### src/rtl/riscv_exc_ctrl_vec_if.sv
// Handshake and cause/PC-select bundle between the exception controller and the core controller.
interface riscv_exc_ctrl_vec_if #(
  parameter int unsigned IRQ_ID_W = 5
);
  logic                req_o;
  logic                ack_i;
  logic                trap_o;
  logic [1:0]          pc_mux_o;
  logic [IRQ_ID_W-1:0] vec_pc_mux_o;
  logic [5:0]          cause_o;
  logic                save_cause_o;

  modport master (
    output req_o, trap_o, pc_mux_o, vec_pc_mux_o, cause_o, save_cause_o,
    input  ack_i
  );

  modport slave (
    input  req_o, trap_o, pc_mux_o, vec_pc_mux_o, cause_o, save_cause_o,
    output ack_i
  );
endinterface

### src/rtl/riscv_exc_ctrl_vec.sv
// Exception/interrupt controller: arbitrates decoder/LSU exceptions and masked IRQ lines into one core request.
// Optional edge-triggered pending capture is enabled by defining RISCV_IRQ_EDGE_EN.
module riscv_exc_ctrl_vec #(
  parameter int unsigned NUM_IRQ    = 32,
  parameter int unsigned IRQ_ID_W   = 5,
  parameter logic [31:0] EDGE_MASK  = 32'h0,
  parameter int unsigned DBG_SETS_W = 6
) (
  input  logic                  clk,
  input  logic                  rst_n,
  riscv_exc_ctrl_vec_if.master  ctrl,
  input  logic [NUM_IRQ-1:0]    irq_i,
  input  logic [NUM_IRQ-1:0]    irq_mask_i,
  input  logic                  irq_enable_i,
  input  logic                  ebrk_insn_i,
  input  logic                  ecall_insn_i,
  input  logic                  illegal_insn_i,
  input  logic                  lsu_load_err_i,
  input  logic                  lsu_store_err_i,
  output logic                  irq_ack_o,
  output logic [IRQ_ID_W-1:0]   irq_id_o,
  input  logic [DBG_SETS_W-1:0] dbg_settings_i
);

  localparam int unsigned CAUSE_W = 6;

  localparam int unsigned DBG_SETS_SSTE  = 0;
  localparam int unsigned DBG_SETS_EBRK  = 1;
  localparam int unsigned DBG_SETS_ELSU  = 2;
  localparam int unsigned DBG_SETS_EILL  = 3;
  localparam int unsigned DBG_SETS_ECALL = 4;
  localparam int unsigned DBG_SETS_IRQ   = 5;

  localparam logic [1:0] EXC_PC_ILLINSN = 2'b00;
  localparam logic [1:0] EXC_PC_ECALL   = 2'b01;
  localparam logic [1:0] EXC_PC_LOAD    = 2'b10;
  localparam logic [1:0] EXC_PC_STORE   = 2'b10;
  localparam logic [1:0] EXC_PC_IRQ     = 2'b11;

  typedef enum logic [0:0] {IDLE, WAIT_CTRL} state_e;

  state_e               state_q, state_d;
  logic [NUM_IRQ-1:0]   irq_src;
  logic [NUM_IRQ-1:0]   irq_eff;
  logic [IRQ_ID_W-1:0]  irq_idx;
  logic [IRQ_ID_W-1:0]  taken_idx;
  logic                 irq_req;
  logic                 req_int;
  logic                 is_irq_int;
  logic [CAUSE_W-1:0]   cause_int;
  logic [1:0]           pc_mux_int;
  logic [CAUSE_W-1:0]   cause_q;
  logic [1:0]           pc_mux_q;
  logic                 is_irq_q;
  logic                 cap_en;
  logic                 in_idle;

`ifdef RISCV_IRQ_EDGE_EN
  localparam logic [NUM_IRQ-1:0] EDGE_LINES = EDGE_MASK[NUM_IRQ-1:0];

  logic [NUM_IRQ-1:0] irq_q;
  logic [NUM_IRQ-1:0] pend_q;
  logic [NUM_IRQ-1:0] clr_vec;

  assign clr_vec = NUM_IRQ'(irq_ack_o) << taken_idx;
  assign irq_src = (irq_i & ~EDGE_LINES) | (pend_q & EDGE_LINES);

  // A fresh edge in the same cycle as the clear keeps the pending bit set.
  always_ff @(posedge clk or negedge rst_n) begin
    if (!rst_n) begin
      irq_q  <= '0;
      pend_q <= '0;
    end else begin
      irq_q  <= irq_i & EDGE_LINES;
      pend_q <= (pend_q & ~clr_vec) | (irq_i & ~irq_q & EDGE_LINES);
    end
  end
`else
  logic unused_edge_mask;

  assign unused_edge_mask = ^EDGE_MASK;
  assign irq_src          = irq_i;
`endif

  assign irq_eff = irq_src & irq_mask_i;
  assign irq_req = irq_enable_i & (|irq_eff);
  assign req_int = ecall_insn_i | lsu_load_err_i | lsu_store_err_i | illegal_insn_i | irq_req;
  assign in_idle = (state_q == IDLE);

  // Lowest-numbered active line wins.
  always_comb begin
    irq_idx = '0;
    for (int i = int'(NUM_IRQ) - 1; i >= 0; i--) begin
      if (irq_eff[i]) irq_idx = IRQ_ID_W'(i);
    end
  end

  // Cause / PC select priority; ebreak only forces the cause.
  always_comb begin
    cause_int  = '0;
    pc_mux_int = pc_mux_q;
    is_irq_int = 1'b0;
    if (lsu_store_err_i) begin
      cause_int  = 6'h07;
      pc_mux_int = EXC_PC_STORE;
    end else if (lsu_load_err_i) begin
      cause_int  = 6'h05;
      pc_mux_int = EXC_PC_LOAD;
    end else if (illegal_insn_i) begin
      cause_int  = 6'h02;
      pc_mux_int = EXC_PC_ILLINSN;
    end else if (ecall_insn_i) begin
      cause_int  = 6'h0B;
      pc_mux_int = EXC_PC_ECALL;
    end else if (ebrk_insn_i) begin
      cause_int  = 6'h03;
    end else if (irq_req) begin
      cause_int  = {1'b1, 5'(irq_idx)};
      pc_mux_int = EXC_PC_IRQ;
      is_irq_int = 1'b1;
    end
  end

  always_ff @(posedge clk or negedge rst_n) begin
    if (!rst_n) state_q <= IDLE;
    else        state_q <= state_d;
  end

  always_comb begin
    state_d = state_q;
    case (state_q)
      IDLE:      if (req_int && !ctrl.ack_i) state_d = WAIT_CTRL;
      WAIT_CTRL: if (ctrl.ack_i) state_d = IDLE;
      default:   state_d = IDLE;
    endcase
  end

  always_comb begin
    ctrl.req_o        = 1'b0;
    ctrl.save_cause_o = 1'b0;
    irq_ack_o         = 1'b0;
    cap_en            = 1'b0;
    taken_idx         = cause_q[IRQ_ID_W-1:0];
    case (state_q)
      IDLE: begin
        ctrl.req_o        = req_int;
        ctrl.save_cause_o = req_int & ctrl.ack_i;
        irq_ack_o         = req_int & ctrl.ack_i & is_irq_int;
        cap_en            = req_int;
        taken_idx         = irq_idx;
      end
      WAIT_CTRL: begin
        ctrl.req_o        = 1'b1;
        ctrl.save_cause_o = ctrl.ack_i;
        irq_ack_o         = ctrl.ack_i & is_irq_q;
      end
      default: ;
    endcase
  end

  always_ff @(posedge clk or negedge rst_n) begin
    if (!rst_n) begin
      cause_q  <= '0;
      pc_mux_q <= '0;
      is_irq_q <= 1'b0;
    end else if (cap_en) begin
      cause_q  <= cause_int;
      pc_mux_q <= pc_mux_int;
      is_irq_q <= is_irq_int;
    end
  end

  always_ff @(posedge clk or negedge rst_n) begin
    if (!rst_n)         irq_id_o <= '0;
    else if (irq_ack_o) irq_id_o <= taken_idx;
  end

  assign ctrl.cause_o      = ((in_idle && req_int) || ebrk_insn_i) ? cause_int : cause_q;
  assign ctrl.pc_mux_o     = (in_idle && req_int) ? pc_mux_int : pc_mux_q;
  assign ctrl.vec_pc_mux_o = ctrl.cause_o[IRQ_ID_W-1:0];

  assign ctrl.trap_o = dbg_settings_i[DBG_SETS_SSTE]
                     | (ecall_insn_i & dbg_settings_i[DBG_SETS_ECALL])
                     | ((lsu_load_err_i | lsu_store_err_i) & dbg_settings_i[DBG_SETS_ELSU])
                     | (ebrk_insn_i & dbg_settings_i[DBG_SETS_EBRK])
                     | (illegal_insn_i & dbg_settings_i[DBG_SETS_EILL])
                     | (irq_req & dbg_settings_i[DBG_SETS_IRQ]);

endmodule
### src/flat_wrapper.sv
// flat-port wrapper written by rule: the top's interface ports become plain ports
module riscv_exc_ctrl_vec_flat 
#(
  parameter int unsigned NUM_IRQ    = 32,
  parameter int unsigned IRQ_ID_W   = 5,
  parameter logic [31:0] EDGE_MASK  = 32'h0,
  parameter int unsigned DBG_SETS_W = 6
)
  (clk, rst_n, irq_i, irq_mask_i, irq_enable_i, ebrk_insn_i, ecall_insn_i, illegal_insn_i, lsu_load_err_i, lsu_store_err_i, irq_ack_o, irq_id_o, dbg_settings_i, ctrl_req_o, ctrl_trap_o, ctrl_pc_mux_o, ctrl_vec_pc_mux_o, ctrl_cause_o, ctrl_save_cause_o, ctrl_ack_i);
  riscv_exc_ctrl_vec_if #(.IRQ_ID_W(IRQ_ID_W)) ctrl_i ();
  input  logic clk;
  input  logic rst_n;
  input  logic [NUM_IRQ-1:0] irq_i;
  input  logic [NUM_IRQ-1:0] irq_mask_i;
  input  logic irq_enable_i;
  input  logic ebrk_insn_i;
  input  logic ecall_insn_i;
  input  logic illegal_insn_i;
  input  logic lsu_load_err_i;
  input  logic lsu_store_err_i;
  output logic irq_ack_o;
  output logic [IRQ_ID_W-1:0] irq_id_o;
  input  logic [DBG_SETS_W-1:0] dbg_settings_i;
  output wire logic [$bits(ctrl_i.req_o)-1:0] ctrl_req_o;
  output wire logic [$bits(ctrl_i.trap_o)-1:0] ctrl_trap_o;
  output wire logic [$bits(ctrl_i.pc_mux_o)-1:0] ctrl_pc_mux_o;
  output wire logic [$bits(ctrl_i.vec_pc_mux_o)-1:0] ctrl_vec_pc_mux_o;
  output wire logic [$bits(ctrl_i.cause_o)-1:0] ctrl_cause_o;
  output wire logic [$bits(ctrl_i.save_cause_o)-1:0] ctrl_save_cause_o;
  input wire logic [$bits(ctrl_i.ack_i)-1:0] ctrl_ack_i;
  assign ctrl_req_o = ctrl_i.req_o;
  assign ctrl_trap_o = ctrl_i.trap_o;
  assign ctrl_pc_mux_o = ctrl_i.pc_mux_o;
  assign ctrl_vec_pc_mux_o = ctrl_i.vec_pc_mux_o;
  assign ctrl_cause_o = ctrl_i.cause_o;
  assign ctrl_save_cause_o = ctrl_i.save_cause_o;
  assign ctrl_i.ack_i = ctrl_ack_i;
  riscv_exc_ctrl_vec #(.NUM_IRQ(NUM_IRQ), .IRQ_ID_W(IRQ_ID_W), .EDGE_MASK(EDGE_MASK), .DBG_SETS_W(DBG_SETS_W)) u_core (.clk(clk), .rst_n(rst_n), .ctrl(ctrl_i), .irq_i(irq_i), .irq_mask_i(irq_mask_i), .irq_enable_i(irq_enable_i), .ebrk_insn_i(ebrk_insn_i), .ecall_insn_i(ecall_insn_i), .illegal_insn_i(illegal_insn_i), .lsu_load_err_i(lsu_load_err_i), .lsu_store_err_i(lsu_store_err_i), .irq_ack_o(irq_ack_o), .irq_id_o(irq_id_o), .dbg_settings_i(dbg_settings_i));
endmodule
### config.mk
export PLATFORM = sky130hd
export DESIGN_NAME = riscv_exc_ctrl_vec_flat
export DESIGN_NICKNAME = d
export VERILOG_FILES = /design/src/rtl/riscv_exc_ctrl_vec_if.sv /design/src/rtl/riscv_exc_ctrl_vec.sv /design/src/flat_wrapper.sv
export SDC_FILE = /design/constraint.sdc
export NUM_CORES = 1
export LEC_CHECK = 0
export BUFFER_PORTS_ARGS = -buffer_cell sky130_fd_sc_hd__buf_2
export CAP_MARGIN = 20
export CORE_ASPECT_RATIO = 0.6
export CORE_MARGIN = 4
export CORE_UTILIZATION = 43
export CTS_CLUSTER_SIZE = 12
export DETAILED_ROUTE_END_ITERATION = 16
export PLACE_DENSITY = 0.86
export SETUP_SLACK_MARGIN = 0.1
export SYNTH_ARGS = -nofsm -noshare
export SYNTH_HDL_FRONTEND = slang
export SYNTH_SLANG_ARGS = --single-unit
export TNS_END_PERCENT = 10
### constraint.sdc
create_clock -name clk -period 3.3 [get_ports clk]
set_input_delay 0.495 -clock clk [delete_from_list [all_inputs] [get_ports clk]]
set_output_delay 0.495 -clock clk [all_outputs]
set_load 0.01 [all_outputs]
==> results of run 1 <==
-- cell families (layout without fill, tap and decap cells) --
group	after synthesis	count (layout)
mux	10	10
buf+inv	12	114
simple gates	69	69
compound gates	71	71
flops	14	14
-- worst max-delay path: stages --
cell	delay, ns
buf_2	0.11
a22oi_1	0.31
nand4_2	0.21
o41ai_4	0.49
a31oi_4	0.21
nor2_4	0.19
mux2_2	0.38
buf_2	0.15
-- report_power, final --
part	internal, uW	total [uW]	switching (uW)
registers	190	203	12.6
logic	125	264	139
clock network	106	168	62.4
total	421	635	214
-- Yosys cell counts, types with 2 or more instances --
master | number | share of area (%)
and2_1 | 4 | 1.6
mux2_4 | 4 | 3.8
o211ai_1 | 3 | 1.4
a22oi_4 | 4 | 5.4
a222oi_1 | 2 | 1.3
nor2b_1 | 2 | 0.79
a32oi_1 | 2 | 1.1
o31ai_1 | 4 | 1.9
clkbuf_1 | 2 | 0.47
inv_1 | 5 | 1.2
nand3_1 | 5 | 1.6
a22o_1 | 4 | 2.2
a32o_1 | 3 | 1.9
dfrtp_1 | 14 | 22
a22oi_1 | 8 | 3.8
buf_4 | 5 | 2.4
o21ai_0 | 5 | 1.6
nand4_1 | 4 | 1.6
nand4_2 | 2 | 1.6
nand2_1 | 34 | 8.0
a21oi_1 | 6 | 1.9
o21a_1 | 3 | 1.4
o21ai_2 | 2 | 1.1
a31oi_1 | 3 | 1.2
mux2_2 | 5 | 3.5
o2bb2ai_1 | 2 | 1.1
nor2_1 | 7 | 1.7
a22oi_2 | 5 | 3.9
-- per-stage QoR --
step                      worst slack (ns)  area [um^2]
after floorplan                      0.543         1590
after global placement               0.321         2120
after detailed placement             0.271         2120
after CTS                            0.244         2180
after global routing                 0.153         2200
final                                0.258         2200
-- metal layers --
layer  track usage (%)  part of all wire, %  vias to the layer above
li1                  -                    -                      903
met1              29.8                   46                      873
met2              34.8                   43                       90
met3              5.33                   11                        2
met4              3.11                 0.27                        0
met5                 0                    0                        -
-- flip-flops by register name (all words and copies together), names as in the netlist --
signal	cells
u_core.cause_q	6
u_core.irq_id_o	5
u_core.pc_mux_q	2
u_core.state_q	1
-- layout make-up --
| class | instances | area share (%) |
|---|---|---|
| inverters | 5 | 0.855 |
| flip-flops and latches | 14 | 16.0 |
| repair buffers | 105 | 24.5 |
| well taps | 45 | 2.56 |
| clock buffers | 4 | 2.51 |
| multi-input cells | 150 | 53.6 |
-- repair_timing --
item,CTS,global route
buffers inserted,0,2
resized for setup,0,1
setup endpoints to repair,0,4
hold buffers,0,0
-- final timing paths --
check	cells after the start	end	from
worst min-delay path	1	u_core.cause_q[3]$_DFFE_PN0P_	rst_n
worst max register to register	5	u_core.irq_id_o[2]$_DFFE_PN0P_	u_core.state_q$_DFF_PN0_
max in group asynchronous	1	u_core.cause_q[2]$_DFFE_PN0P_	rst_n
worst min register to register	2	u_core.cause_q[4]$_DFFE_PN0P_	u_core.cause_q[4]$_DFFE_PN0P_
min in group clk	2	u_core.state_q$_DFF_PN0_	ctrl_ack_i
worst max-delay path	8	ctrl_cause_o[3]	irq_i[19]
==> out/metrics.cfg, run 1 <==
[clock_network]
cts_tree=done
cts_root_buf=clkbuf_8
clkLatencyLatePin_ns=0.25
cts_sinks=14
clkSlewWorstSetupHoldPaths_ns=0.06
cts_made_buffers=3
cts_buffer_depth=2
htreeDepth=1

[grt]
grt_pass1_wl_um=7900
globalRoute.totalOverflow=0
grt_max_degree=15
grt_pass1_vias=1686
grtUsageTotal_pct=21.4
antenna_found_initial=0

[place]
gp_congestion=0.817
dp_cells=317
place.port_buffers=100
dp_hpwl_um=4320

[timing]
holdWs_ns=0.135
final-hold-violation-count=0
min_period_over_period_pct=92.2
worstMarginPinSlew_ns=0.435
finClkSkew_ns=0.00733
drv_slew=0
setup_viol=0
grt_setup_unrepaired=no
slew_headroom_pct=70.9
setup_tns_ns=0
fin_crit_ns=3.04
fmax_mhz=329

[route]
wl_per_cell_um=16.0
num_vias=1868
postRouteAntennaNets=0
drtIter0Drc=110
drt_first_pass_iters=4
wirelength_um=5180
vias_per_cell=5.78
drc_errors=0

[floorplanning]
fp.coreArea_um2=3400
die_x_um=86.4
dieHeight_um=55.1
rows=16
die_area_um2=4760
initial_core_util_pct=46.6
io-pin-count=101

[synth]
synth_xor_area_share_pct=0
synth_compound_area_share_pct=42.2
yosys.area_share.simple_pct=23.7
synth_fp_nets=255
ys_types=55
ys_seq_area_share_pct=22.1
ys_seq_elements=14
synthAdderAreaFrac_pct=0
muxShareOfSynthArea_pct=7.97
synth_top_family_by_area=compound AO/OA/AOI/OAI gates
synth-edff-count=0
yosys_warnings=0
synth_area_per_cell_um2=9.01
async_reset_ff_share_pct=100
syn-cell-area_um2=1590
syn_inst=176
synth_top_flop_cell=dfrtp_1

[finish]
layout-drive-gt1-share_pct=50.7
multi_input_area_um2=1180
seqCellArea_um2=350
fin_util_pct=64.5
nets=358
nFillCells=296
fin_cells=323
final_cell_mix=100 x buf_2, 34 x nand2_1, 14 x dfrtp_1
area_growth_syn_to_layout_pct=38.4
layout_commonest_cell=buf_2
antenna_cells=0

[job]
drv_cap=0

[setup_path]
worstSetupStartpointType=input port
arrival_ns=2.55
crit_fanout=8
crit_required_ns=2.80
end_kind=output port
path_class=input port to output port
rrSetupSlack_ns=1.34

[power_and_ir_drop]
power_density_nw_per_um2=289
power_leakage_uw=0.00110
ir_drop_v=0.000159
power_uw=635

[run_status]
outcome=complete, no violations

[min_path]
hp-class=input port to asynchronous set/reset pin

(Power assumes the default switching activity.)
==> inputs of run 2 (changes only) <==
--- a/config.mk
+++ b/config.mk
@@ -9,10 +9,10 @@
 export CAP_MARGIN = 20
 export CORE_ASPECT_RATIO = 0.6
 export CORE_MARGIN = 4
-export CORE_UTILIZATION = 43
+export CORE_UTILIZATION = 46
 export CTS_CLUSTER_SIZE = 12
 export DETAILED_ROUTE_END_ITERATION = 16
-export PLACE_DENSITY = 0.86
+export PLACE_DENSITY = 0.91
 export SETUP_SLACK_MARGIN = 0.1
 export SYNTH_ARGS = -nofsm -noshare
 export SYNTH_HDL_FRONTEND = slang
==> constraint.sdc (replaced) <==
create_clock -name clk -period 3.8 [get_ports clk]
set_input_delay 0.57 -clock clk [delete_from_list [all_inputs] [get_ports clk]]
set_output_delay 0.57 -clock clk [all_outputs]
set_load 0.01 [all_outputs]
==> run 2 against run 1 <==
Clock-buffer cell count is the same. Global-route usage is 0.38 points higher. Sequential share of layout area increased by 0.32 points. Highest routed layer unchanged.
==> out/metrics.cfg, run 2 (same netlist as run 1, synthesis figures left out) <==
[route]
vias_per_cell=5.88  ; +1.6%
wl_per_cell_um=15.9  ; -1.0%
drtIter0Drc=199  ; +81%
drc_errors=0  ; unchanged
num_vias=1869  ; +0.054%
drt_first_pass_iters=5  ; +1
postRouteAntennaNets=0  ; unchanged
wirelength_um=5050  ; -2.5%

[timing]
drv_slew=0  ; unchanged
slew_headroom_pct=68.9  ; -2.0 points
fin_crit_ns=3.32
final-hold-violation-count=0  ; unchanged
setup_viol=0  ; unchanged
holdWs_ns=0.217  ; +0.0818 ns
min_period_over_period_pct=87.4
setup_tns_ns=0  ; unchanged
finClkSkew_ns=0.00412  ; -0.00322 ns
worstMarginPinSlew_ns=0.467  ; +0.0317 ns
fmax_mhz=301
grt_setup_unrepaired=no

[run_status]
outcome=complete, no violations

[power_and_ir_drop]
pwr-share-seq_pct=32.1  ; +0.2 points
power_leakage_uw=0.00108  ; -2.2%
power_switching_uw=186  ; -13%
swShare_pct=34.0  ; +0.30 points
clockPowerShare_pct=27.0  ; +0.5 points
pwr-share-comb_pct=40.8  ; -0.8 points
power_density_nw_per_um2=254  ; -12%
p_int_uw=361  ; -14%
power_uw=547  ; -14%
ir_drop_v=0.000111  ; -30%

[setup_path]
worstSetupStartpointType=input port
path_class=input port to output port
ff2ff_path_depth=5  ; unchanged
worstSetupStartpoint=irq_i[18]
rrSetupSlack_ns=1.88  ; +0.54 ns
crit_fanout=8  ; unchanged
rr_startpoint=u_core.state_q$_DFF_PN0_
arrival_ns=2.75  ; +0.20 ns
crit_required_ns=3.23  ; +0.43 ns
end_kind=output port

[clock_network]
cts_hold_buf=0  ; unchanged
clkSlewWorstSetupHoldPaths_ns=0.06  ; about the same
clkLatencyLatePin_ns=0.25  ; about the same
cts_buffer_depth=2  ; unchanged
post_cts_resized=0  ; unchanged
post-cts-setup-buffer-count=0  ; unchanged
cts_made_buffers=3  ; unchanged
htreeDepth=1  ; unchanged
cts_sinks=14  ; unchanged
cts_root_buf=clkbuf_8
cts_tree=done

[floorplanning]
io-pin-count=101  ; unchanged
fp.coreArea_um2=3280  ; -3.5%
die_x_um=83.8  ; -3.0%
dieHeight_um=53.5  ; -2.8%
rows=16  ; unchanged
die_area_um2=4480  ; -5.8%
initial_core_util_pct=48.3  ; +1.7 points

[finish]
layout-drive-gt1-share_pct=49.5  ; -1.3 points
largest_registers=u_core.cause_q x6, u_core.irq_id_o x5, u_core.pc_mux_q x2
largest_reg_flops=6  ; unchanged
final_cell_mix=100 x buf_2, 34 x nand2_1, 14 x dfrtp_1
fin_cells=318  ; -1.5%
nets=353  ; -1.4%
top_register=u_core.cause_q
multi_input_area_um2=1170  ; -0.43%
antenna_cells=0  ; unchanged
nFillCells=302  ; +2.0%
seqCellArea_um2=350  ; unchanged
layout_commonest_cell=buf_2
area_growth_syn_to_layout_pct=35.7
fin_util_pct=65.6  ; +1.1 points

[job]
drv_cap=0  ; unchanged

[grt]
grt_pass1_wl_um=7760  ; -1.7%
grt_max_degree=15  ; unchanged
antenna_found_initial=0  ; unchanged
grt_pass1_vias=1684  ; -0.12%
globalRoute.totalOverflow=0  ; unchanged
grtUsageTotal_pct=21.8  ; +0.38 points

[place]
dp_cells=314  ; -0.95%
dp_hpwl_um=4290  ; -0.60%
place.port_buffers=100  ; unchanged
gp_congestion=0.874  ; +7.0%

[min_path]
hp-class=input port to asynchronous set/reset pin

-- run 2: cell count changes in the layout (fill, tap and decap cells not counted) --
cell,before,now
buf_4,5,0
a22oi_2,6,5
a22oi_1,7,8
-- run 2: power groups by stage --
| stage | logic [uW] | clock network, uW | registers (uW) |
|---|---|---|---|
| after CTS | 222 | 150 | 176 |
| after global placement | 216 | 0 | 178 |
| after detailed placement | 221 | 0 | 179 |
| after global routing | 243 | 157 | 178 |
| after floorplan | 120 | 0 | 180 |
| final | 223 | 148 | 176 |
-- run 2: cell type report --
class | count | area share (%)
Clock buffer | 4 | 2.56
Inverter | 5 | 0.872
Multi-Input combinational cell | 150 | 54.4
Sequential cell | 14 | 16.3
Tap cell | 45 | 2.61
Timing Repair Buffer | 100 | 23.2
-- run 2: per-layer routing --
layer	GRT usage, %	up-vias	wire [um]
met5	0	-	0
met4	4.01	0	36
met3	6.07	7	522
met2	34.6	102	2190
met1	30.0	862	2300
li1	-	898	-
-- run 2: path summary, 6_finish.rpt --
check	end
min in group clk	u_core.pc_mux_q[0]$_DFFE_PN0P_
max	ctrl_cause_o[2]
min reg2reg	u_core.pc_mux_q[0]$_DFFE_PN0P_
min	u_core.irq_id_o[4]$_DFFE_PN0P_
max reg2reg	u_core.irq_id_o[2]$_DFFE_PN0P_
max in group asynchronous	u_core.cause_q[0]$_DFFE_PN0P_
-- run 2: stage by stage --
step	setup slack (ns)	instance area, um^2
6_report	0.477	2150
5_1_grt	0.354	2150
4_1_cts	0.515	2150
3_5_place_dp	0.515	2100
3_3_place_gp	0.631	2100
2_1_floorplan	0.893	1590
-- run 2: worst max-delay path, cell delays in order --
cell and delay, ns:
buf_2 0.10, a22oi_1 0.41, nand4_2 0.23, o41ai_4 0.50, a31oi_4 0.22, nor2_4 0.19
mux2_2 0.37, buf_2 0.14
==> inputs of run 3 (changes only) <==
--- a/config.mk
+++ b/config.mk
@@ -9,10 +9,10 @@
 export CAP_MARGIN = 20
 export CORE_ASPECT_RATIO = 0.6
 export CORE_MARGIN = 4
-export CORE_UTILIZATION = 46
+export CORE_UTILIZATION = 43
 export CTS_CLUSTER_SIZE = 12
 export DETAILED_ROUTE_END_ITERATION = 16
-export PLACE_DENSITY = 0.91
+export PLACE_DENSITY = 0.86
 export SETUP_SLACK_MARGIN = 0.1
 export SYNTH_ARGS = -nofsm -noshare
 export SYNTH_HDL_FRONTEND = slang
==> constraint.sdc (replaced) <==
create_clock -name clk -period 3.69 [get_ports clk]
set_input_delay 0.5535 -clock clk [delete_from_list [all_inputs] [get_ports clk]]
set_output_delay 0.5535 -clock clk [all_outputs]
set_load 0.01 [all_outputs]
==> run 3 against run 2 <==
Flip-flop and latch count is the same. Setup slack worse by 0.082 ns. Sequential share of layout area stayed put. Clock-buffer cell count unchanged. Via count fell by 2.6%. Critical path depth unchanged. Combinational power increased by 2%. Critical endpoint is now ctrl_vec_pc_mux_o[2]. Critical path type unchanged.
==> out/metrics.cfg, run 3 (same netlist as run 1, synthesis figures left out) <==
[finish]
area_growth_syn_to_layout_pct=35.7  ; unchanged
fin_cells=318  ; unchanged
layout_commonest_cell=buf_2
top_register=u_core.cause_q
stdcell_area_um2=2150  ; unchanged
largest_registers=u_core.cause_q x6, u_core.irq_id_o x5, u_core.pc_mux_q x2
antenna_cells=0  ; unchanged
largest_reg_flops=6  ; unchanged
nFillCells=317  ; +5.0%
final_cell_mix=100 x buf_2, 34 x nand2_1, 14 x dfrtp_1
nets=353  ; unchanged
layout-drive-gt1-share_pct=49.5  ; unchanged
seqCellArea_um2=350  ; unchanged
multi_input_area_um2=1170  ; unchanged

[place]
place.port_buffers=100  ; unchanged
place_area_um2=2100  ; unchanged
gp_congestion=0.823  ; -5.8%
dp_cells=314  ; unchanged
dp_hpwl_um=4300  ; about the same

[min_path]
hp-class=input port to asynchronous set/reset pin

[route]
drt_first_pass_iters=4  ; -1
postRouteAntennaNets=0  ; unchanged
drtIter0Drc=101  ; -49%
num_vias=1820  ; -2.6%
drc_errors=0  ; unchanged
wirelength_um=5030  ; -0.36%
wl_per_cell_um=15.8  ; -0.36%
vias_per_cell=5.72  ; -2.6%

[timing]
holdWs_ns=0.195  ; -0.0217 ns
worstMarginPinSlew_ns=0.510  ; +0.0437 ns
slew_headroom_pct=65.9  ; -3.0 points
drv_slew=0  ; unchanged
finClkSkew_ns=0.00109  ; -0.00303 ns
fmax_mhz=303
setup_tns_ns=0  ; unchanged
setup_viol=0  ; unchanged
fin_crit_ns=3.30
final-hold-violation-count=0  ; unchanged
min_period_over_period_pct=89.3
grt_setup_unrepaired=no

[grt]
grt_max_degree=15  ; unchanged
grt_pass1_wl_um=7510  ; -3.2%
grtUsageTotal_pct=20.5  ; -1.3 points
globalRoute.totalOverflow=0  ; unchanged
grt_pass1_vias=1602  ; -4.9%
antenna_found_initial=0  ; unchanged

[setup_path]
path_class=input port to output port
ff2ff_path_depth=5  ; unchanged
r2r_end=u_core.irq_id_o[3]$_DFFE_PN0P_
end_kind=output port
rrSetupSlack_ns=1.73  ; -0.15 ns
worstSetupStartpointType=input port
rr_startpoint=u_core.state_q$_DFF_PN0_
crit_required_ns=3.14  ; -0.09 ns
crit_fanout=8  ; unchanged
arrival_ns=2.74  ; about the same

[clock_network]
cts_sinks=14  ; unchanged
cts_made_buffers=3  ; unchanged
clkSlewWorstSetupHoldPaths_ns=0.06  ; about the same
cts_hold_buf=0  ; unchanged
post_cts_resized=0  ; unchanged
htreeDepth=1  ; unchanged
cts_buffer_depth=2  ; unchanged
cts_tree=done
cts_root_buf=clkbuf_8
post-cts-setup-buffer-count=0  ; unchanged
clkLatencyLatePin_ns=0.25  ; about the same

[floorplanning]
dieHeight_um=55.1  ; +2.9%
initial_core_util_pct=46.6  ; -1.7 points
io-pin-count=101  ; unchanged
die_x_um=86.4  ; +3.1%
die_area_um2=4760  ; +6.1%
fp.coreArea_um2=3400  ; +3.7%
rows=16  ; unchanged

[power_and_ir_drop]
power_density_nw_per_um2=260  ; +2.3%
power_leakage_uw=0.00108  ; unchanged
ir_drop_v=0.000152  ; +37%
power_uw=560  ; +2.3%

[job]
drv_cap=0  ; unchanged

[run_status]
outcome=complete, no violations

[run 3: routing by layer]
metal / part of all wire, % / GRT usage, %
met5: 0 / 0
met4: 0.70 / 3.89
met1: 47 / 29.1
met2: 42 / 32.1
met3: 11 / 5.03
[run 3: critical path, stage by stage]
cell	delay (ns)
buf_2	0.10
a22oi_1	0.39
nand4_2	0.22
o41ai_4	0.54
a31oi_4	0.22
nor2_4	0.18
mux2_2	0.37
buf_2	0.15
[run 3: where the power goes]
part           internal, uW  switching (uW)
clock                  94.6            55.4
combinational           107             121
sequential              170            10.9
total                   372             187
[run 3: per-stage QoR]
step	worst slack (ns)	util, %
after floorplan	0.816	-
after global placement	0.541	61.7
after detailed placement	0.451	61.7
after CTS	0.432	63.3
after global routing	0.224	63.3
final	0.395	63.3
[run 3: cell type report]
| type | instances | area share (%) |
|---|---|---|
| clock buffer | 4 | 2.56 |
| inverter | 5 | 0.872 |
| multi-input combinational | 150 | 54.4 |
| sequential | 14 | 16.3 |
| tap | 45 | 2.61 |
| timing repair buffer | 100 | 23.2 |
[run 3: how the worst max path moves through the flow]
| stage | start | end | slack [ns] | cells past startpoint |
|---|---|---|---|---|
| after floorplan | irq_i[18] | ctrl_vec_pc_mux_o[2] | 0.82 | 7 |
| after global placement | irq_i[18] | ctrl_cause_o[3] | 0.54 | 8 |
| after detailed placement | irq_i[18] | ctrl_vec_pc_mux_o[2] | 0.45 | 8 |
| after CTS | irq_i[18] | ctrl_vec_pc_mux_o[2] | 0.43 | 8 |
| after global routing | irq_i[18] | ctrl_vec_pc_mux_o[2] | 0.22 | 8 |
| final | irq_i[18] | ctrl_vec_pc_mux_o[2] | 0.39 | 8 |
